## src/rtl/reflet_input_capture.sv

```systemverilog
`timescale 1ns/1ps
// Input-capture peripheral: measures the prescaled period between selected edges
// of an asynchronous input, exposed as four byte registers on the system bus.
module reflet_input_capture #(
    parameter int unsigned                base_addr_size = 16,
    parameter logic [base_addr_size-1:0]  base_addr      = 16'hFF20
) (
    input  logic                      clk,
    input  logic                      reset,
    input  logic                      enable,
    input  logic [base_addr_size-1:0] addr,
    input  logic                      write_en,
    input  logic [7:0]                data_in,
    output logic [7:0]                data_out,
    input  logic                      capture_input,
    output logic                      interrupt
);

    localparam int unsigned CNT_W = 16;
    localparam int unsigned PRE_W = 5;

    localparam logic [1:0] OFF_CTRL   = 2'd0;
    localparam logic [1:0] OFF_STATUS = 2'd1;
    localparam logic [1:0] OFF_CAP_L  = 2'd2;
    localparam logic [1:0] OFF_CAP_H  = 2'd3;

    // Register state
    logic [7:0]       ctrl_q, ctrl_d;
    logic             valid_q, valid_d;
    logic             ovf_q, ovf_d;
    logic             missed_q, missed_d;
    logic [CNT_W-1:0] cap_q, cap_d;
    logic [7:0]       shadow_q, shadow_d;

    // Measurement state
    logic [CNT_W-1:0] cnt_q, cnt_d;
    logic [PRE_W-1:0] presc_q, presc_d;
    logic             armed_q, armed_d;
    logic             ovf_pend_q, ovf_pend_d;

    // Synchroniser and edge-history flops
    logic             sync1_q, sync1_d;
    logic             sync2_q, sync2_d;
    logic             prev_q, prev_d;

    // Bus decode
    logic [base_addr_size-1:0] offset;
    logic [1:0]                off;
    logic                      hit;
    logic                      rd;
    logic                      wr;

    // Control fields and edge qualifiers
    logic             cap_en;
    logic             edge_fall;
    logic             irq_en;
    logic [PRE_W-1:0] pre;
    logic             rise_det;
    logic             fall_det;
    logic             edge_det;
    logic             do_cap;
    logic             tick;

    // Out-of-window addresses wrap to large offsets, so one compare covers both bounds
    always_comb begin
        offset = addr - base_addr;
        off    = offset[1:0];
        hit    = enable && (offset < base_addr_size'(4));
        rd     = hit && !write_en;
        wr     = hit && write_en;
    end

    always_comb begin
        cap_en    = ctrl_q[0];
        edge_fall = ctrl_q[1];
        irq_en    = ctrl_q[2];
        pre       = ctrl_q[7:3];
    end

    always_comb begin
        sync1_d  = capture_input;
        sync2_d  = sync1_q;
        prev_d   = sync2_q;
        rise_det = sync2_q && !prev_q;
        fall_det = !sync2_q && prev_q;
        edge_det = cap_en && (edge_fall ? fall_det : rise_det);
        do_cap   = edge_det && armed_q;
    end

    // Period counter: the first edge after enabling only arms, later edges restart the count
    always_comb begin
        cnt_d      = cnt_q;
        presc_d    = presc_q;
        armed_d    = armed_q;
        ovf_pend_d = ovf_pend_q;
        tick       = (presc_q >= pre);
        if (!cap_en) begin
            cnt_d      = '0;
            presc_d    = '0;
            armed_d    = 1'b0;
            ovf_pend_d = 1'b0;
        end else if (edge_det) begin
            cnt_d      = CNT_W'(1);
            presc_d    = '0;
            armed_d    = 1'b1;
            ovf_pend_d = 1'b0;
        end else if (armed_q) begin
            if (cnt_q == {CNT_W{1'b1}}) begin
                ovf_pend_d = 1'b1;
            end
            if (tick) begin
                presc_d = '0;
                if (cnt_q != {CNT_W{1'b1}}) begin
                    cnt_d = cnt_q + CNT_W'(1);
                end
            end else begin
                presc_d = presc_q + PRE_W'(1);
            end
        end
    end

    // Bus-side register updates; a capture overrides a same-cycle clear of STATUS
    always_comb begin
        ctrl_d   = ctrl_q;
        valid_d  = valid_q;
        ovf_d    = ovf_q;
        missed_d = missed_q;
        cap_d    = cap_q;
        shadow_d = shadow_q;
        if (wr && (off == OFF_CTRL)) begin
            ctrl_d = data_in;
        end
        if (wr && (off == OFF_STATUS)) begin
            valid_d  = valid_q  && !data_in[0];
            ovf_d    = ovf_q    && !data_in[1];
            missed_d = missed_q && !data_in[2];
        end
        if (rd && (off == OFF_CAP_L)) begin
            shadow_d = cap_q[15:8];
        end
        if (rd && (off == OFF_CAP_H)) begin
            valid_d = 1'b0;
        end
        if (do_cap) begin
            cap_d    = cnt_q;
            ovf_d    = ovf_pend_q;
            missed_d = missed_q || valid_q;
            valid_d  = 1'b1;
        end
    end

    always_ff @(posedge clk or negedge reset) begin
        if (!reset) begin
            ctrl_q     <= '0;
            valid_q    <= 1'b0;
            ovf_q      <= 1'b0;
            missed_q   <= 1'b0;
            cap_q      <= '0;
            shadow_q   <= '0;
            cnt_q      <= '0;
            presc_q    <= '0;
            armed_q    <= 1'b0;
            ovf_pend_q <= 1'b0;
            sync1_q    <= 1'b0;
            sync2_q    <= 1'b0;
            prev_q     <= 1'b0;
        end else begin
            ctrl_q     <= ctrl_d;
            valid_q    <= valid_d;
            ovf_q      <= ovf_d;
            missed_q   <= missed_d;
            cap_q      <= cap_d;
            shadow_q   <= shadow_d;
            cnt_q      <= cnt_d;
            presc_q    <= presc_d;
            armed_q    <= armed_d;
            ovf_pend_q <= ovf_pend_d;
            sync1_q    <= sync1_d;
            sync2_q    <= sync2_d;
            prev_q     <= prev_d;
        end
    end

    // Read data is zero off-window so several peripherals can be OR-ed onto the bus
    always_comb begin
        data_out = 8'h00;
        if (hit) begin
            case (off)
                OFF_CTRL:   data_out = ctrl_q;
                OFF_STATUS: data_out = {5'b00000, missed_q, ovf_q, valid_q};
                OFF_CAP_L:  data_out = cap_q[7:0];
                OFF_CAP_H:  data_out = shadow_q;
                default:    data_out = 8'h00;
            endcase
        end
    end

    assign interrupt = irq_en && valid_q;

endmodule

```

## config.mk

```make
export PLATFORM = sky130hd
export DESIGN_NAME = reflet_input_capture
export DESIGN_NICKNAME = d
export VERILOG_FILES = /design/src/rtl/reflet_input_capture.sv
export SDC_FILE = /design/constraint.sdc
export NUM_CORES = 1
export LEC_CHECK = 0
export ABC_AREA = 1
export CORE_UTILIZATION = 51
export CTS_CLUSTER_DIAMETER = 80
export CTS_CLUSTER_SIZE = 12
export DETAILED_ROUTE_END_ITERATION = 16
export PLACE_DENSITY = 0.76
export SLEW_MARGIN = 25
export SYNTH_ARGS = -nofsm -noshare
export SYNTH_HDL_FRONTEND = slang
export SYNTH_SLANG_ARGS = --single-unit
export TNS_END_PERCENT = 100
```

## constraint.sdc

```tcl
create_clock -name clk -period 1.5 [get_ports clk]
set_clock_uncertainty 0.05 [all_clocks]
set_input_delay 0.15 -clock clk [delete_from_list [all_inputs] [get_ports clk]]
set_output_delay 0.15 -clock clk [all_outputs]
set_load 0.005 [all_outputs]
```

Yosys cells after proc, flatten, opt, wreduce, memory -nomap -nowiden
Cells that the tools add are included.
{ "totals": {"ff_bits": 61} }
{ "op_classes": {"addsub": 3, "magnitude_cmp": 2, "n_eq_ne": 10, "mux": 25, "reduce_logical": 27} }
{ "ops": {"columns": ["cell", "count"], "rows": [
  ["$mux 16", 5],
  ["$pmux 8 s4", 1],
  ["$mux 5", 4],
  ["$add 16x1->16 const B", 1],
  ["$eq 16x16->1 const B", 1],
  ["$lt 16x3->1 const B", 1],
  ["$ne 16x16->1 const B", 1],
  ["$sub 16x16->16 const B", 1],
  ["$logic_and 1x1->1", 15],
  ["$mux 1", 14],
  ["$ne 3x1->1 const B", 4],
  ["$mux 8", 1],
  ["$logic_not 1->1", 6],
  ["$add 5x1->5 const B", 1],
  ["$ge 5x5->1", 1],
  ["$eq 2x2->1 const B", 2],
  ["$reduce_and 3->1", 1],
  ["$reduce_bool 3->1", 1],
  ["$eq 2x1->1 const B", 1],
  ["$logic_not 2->1", 1],
  ["$ne 2x1->1 const B", 1],
  ["$reduce_and 2->1", 1],
  ["$reduce_bool 2->1", 1],
  ["$logic_or 1x1->1", 1]
]} }

Logic depth before layout (Yosys ltp)
{ "logic_depth": {"word_depth": 8, "depth_mapped": 12, "ltp_nobuf": 11} }

Least setup slack after synthesis
OpenSTA, ideal clock, no wires.
{ "synth_path": {"path_kind": "flip-flop to flip-flop", "startpoint": "register ctrl_q[7]", "endpoint": "register cnt_q[0]", "arrival_ps": 1474, "slack_ps": -141, "stages_incl_launch_ff": 12, "n_path_buf": 1, "cell_sequence": "dfrtp_1 inv_1 ha_1 nand2_1 inv_1 a21oi_1 nand3_1 nand3_4 nand2_4 buf_6 nand2_1 nand2_1"} }
{ "synth_between": {"elab_chain_len": 3} }
{ "synth_lines": {"columns": ["item", "line", "rtl"], "rows": [
  ["from (decl)", "28", "logic [7:0] ctrl_q, ctrl_d;"],
  ["from (signal assigned)", "168", "ctrl_q <= ctrl_d;"],
  ["$ge 5x5->1", "96", "tick = (presc_q >= pre);"],
  ["$ne 3x1->1 (no source line)", null, null],
  ["$reduce_and 3->1 (no source line)", null, null],
  ["to (signal assigned)", "174", "cnt_q <= cnt_d;"],
  ["to (decl)", "36", "logic [CNT_W-1:0] cnt_q, cnt_d;"]
]} }
No other way between the ends.
A chain may end at the register's enable or synchronous reset.

Worst setup path in the final report
{ "layout_path": {"startpoint": "register ctrl_q[7]", "endpoint": "register cnt_q[5]"} }
Same word-level chain as after synthesis.

==> flow_summary.json <==
{
  "synthesis.nets": 500,
  "ys_seq_area_frac": 0.4377,
  "finalSetupViolCount": 21,
  "critPathLaunchType": "register",
  "synth.cell_area_um2": 3487,
  "antenna_found_initial": 0,
  "h-tree-depth": 3,
  "reg2reg_to": "cnt_q[5]",
  "final.period_utilization": 1.123,
  "yosys_warnings": 0,
  "cp.arrival_ns": 1.86,
  "postSynthCellCount": 463,
  "worst_slack_ns": -0.1845,
  "hpwl_mm": 6.287,
  "drtAntennaViolNets": 0,
  "ys_ff_latch": 61,
  "viasPerCell": 5.484,
  "place_ws_ns": -0.8058,
  "grt_pass1_vias": 3409,
  "hold_viol_final": 0,
  "overflow": 0,
  "fmax_ghz": 0.5936,
  "failed_checks": "negative setup slack",
  "hold_class": "in -> reg",
  "clock_latency_ns": 0.34,
  "min_to": "sync1_q",
  "ys_types": 33,
  "dieWidth_um": 84.69,
  "drc_errors": 0,
  "drtIter0Drc": 242,
  "synthTopCellsByArea": "dfrtp_1 44%, nand2_1 17%, inv_1 6.4%, nand3_1 5.3%, nor2_1 3.4%",
  "synth_area_leader_cell": "dfrtp_1",
  "grt_max_degree": 62,
  "maxCapViolations": 0,
  "required_ns": 1.68,
  "r2r_setup_slack_ns": -0.18,
  "rr_startpoint": "ctrl_q[7]",
  "die_h_um": 84.69,
  "cts_tree": "built",
  "worst_pin_slew_ns": 0.3866,
  "core_area_um2": 6459,
  "initial_core_util": 0.5399,
  "clock_path_buffers": 2,
  "nets": 597,
  "die_area_um2": 7172,
  "layout_common_cells": "153 x nand2_1, 61 x dfrtp_1, 50 x inv_1, 50 x buf_4, 35 x nand3_1",
  "min-delay-start": "capture_input",
  "grt_pass1_wl_mm": 15.26,
  "slew_headroom": 0.7420,
  "vias": 3521,
  "cts_num_sinks": 61,
  "antenna_cells": 0,
  "end_kind": "register",
  "holdPathStages": 1,
  "clk_pin_slew_ns": 0.07,
  "p_leak_uw": 0.002248,
  "area_growth_pct": 36.71,
  "syn_avg_cell_area_um2": 7.532,
  "synth.top_cell.area_share": 0.4377,
  "dr.pass1.iters": 7,
  "drive_above_1_share": 0.2619,
  "period_minus_slack_ns": 1.685,
  "critical_path.max_fanout": 6,
  "drt_wl_total_mm": 9.547,
  "finalHoldWorstSlack_ns": 0.2025,
  "finalMaxSlewViolations": 0,
  "finalWeightedCongestion": 0.9586,
  "port_buffers": 37,
  "mostFrequentLayoutCell": "nand2_1",
  "ir_drop_mv": 0.4454,
  "worstSetupPathType": "reg -> reg",
  "grt.total_usage": 0.2695,
  "wl_per_cell_um": 14.87,
  "rsz0062_at_grt": "true",
  "io_pins": 38,
  "r2r_cells": 10,
  "outcome": "complete, but fails checks",
  "cts_buffers": 9,
  "power_density_nw_per_um2": 669.3,
  "root_buffer": "clkbuf_8",
  "std_cell_rows": 29
}
[layout make-up]
cell class | count | area, um^2
clock buffers | 12 | 155.1
flip-flops and latches | 61 | 1526
repair buffers | 94 | 818.3
fillers | 484 | 1692
inverters | 64 | 252.7
multi-input cells | 330 | 1896
well taps | 77 | 96.34
clock inverters | 4 | 22.52
[state kept, by name (all words and copies together), names as in the netlist]
name and flops:
armed_q 1, cap_q 16, cnt_q 16, ctrl_q 8
missed_q 1, ovf_pend_q 1, ovf_q 1, presc_q 5
prev_d 1, prev_q 1, shadow_q 8, sync1_q 1
valid_q 1
[cell usage after synthesis]
library cell and n:
nand2_1 159, dfrtp_1 61, inv_1 59, nand3_1 37, nor2_1 32, o21ai_0 19
nand4_1 14, o21ai_1 12, ha_1 8, o21ai_2 8, xor2_1 6, a31oi_1 5
nor3_1 5, a21oi_1 3, a41oi_1 3, buf_2 3, buf_6 3, clkbuf_1 3
nand2_2 3, nand3_4 3, clkinv_1 2, inv_2 2, nand2_4 2, nor2_4 2
buf_4 1, inv_4 1, nand3_2 1, nand3b_1 1, nand4_4 1, nor2_2 1
or2_2 1, or2_4 1, xnor2_1 1
[power by group]
part / total [uW] / leakage [uW] / switching [uW] / internal, uW
clock: 1330 / 0.0000921 / 650 / 682
combinational: 208 / 0.00133 / 112 / 96.0
sequential: 1650 / 0.000830 / 2.21 / 1650
[stage by stage]
step	power [uW]	TNS, ns	cells	instance area (um^2)	util
2_1_floorplan	1726	-1.271	463	3511	-
3_3_place_gp	1858	-18.90	608	4250	0.6581
3_5_place_dp	1862	-21.41	608	4250	0.6581
4_1_cts	3183	-2.720	633	4558	0.7057
5_1_grt	3316	-5.210	642	4767	0.7381
6_report	3191	-2.963	642	4767	0.7381
[critical path, cell delays in order (launching register included)]
cell and delay, ns:
dfrtp_1 0.38, inv_2 0.05, ha_4 0.27, nand2_2 0.05, inv_2 0.06, nand4_1 0.09
nand3_2 0.12, nand3_4 0.16, clkbuf_16 0.21, nand3_1 0.07, nand2_1 0.06
[per-layer routing]
| layer | up-vias | wire [um] | GRT usage |
|---|---|---|---|
| li1 | 1683 | - | - |
| met1 | 1658 | 3992 | 0.3489 |
| met2 | 157 | 4773 | 0.4427 |
| met3 | 23 | 615 | 0.05801 |
| met4 | 0 | 166 | 0.1079 |
| met5 | - | 0 | 0 |
[cells by family (layout without fill, tap and decap cells)]
| family | count (synthesis) | count (layout) | share of synthesized area |
|---|---|---|---|
| fa+ha+maj | 8 | 8 | 0.02871 |
| simple gates | 263 | 265 | 0.3416 |
| buf+inv | 74 | 174 | 0.08899 |
| flops | 61 | 61 | 0.4377 |
| xor+xnor | 7 | 7 | 0.01758 |
| compound gates | 50 | 50 | 0.08540 |
[timing repair]
item                                   in CTS  in global routing
pin swaps                                  16                 23
hold buffers                                1                  0
endpoints found under the hold margin      61                  0
setup endpoints to repair                  49                 47
buffers inserted                            7                  6
gates cloned                                1                  3
resized for setup                          74                 30
[worst max path at each step]
stage | from | to | slack [ns] | cells after the start
final | ctrl_q[7] | cnt_q[5] | -0.18 | 10
after global routing | ctrl_q[4] | cnt_q[1] | -0.29 | 10
after CTS | ctrl_q[6] | cnt_q[8] | -0.16 | 10
after detailed placement | addr[5] | data_out[4] | -0.81 | 10
after global placement | addr[5] | data_out[2] | -0.71 | 10
after floorplan | ctrl_q[7] | cnt_q[0] | -0.11 | 11
(Power assumes the default switching activity.)
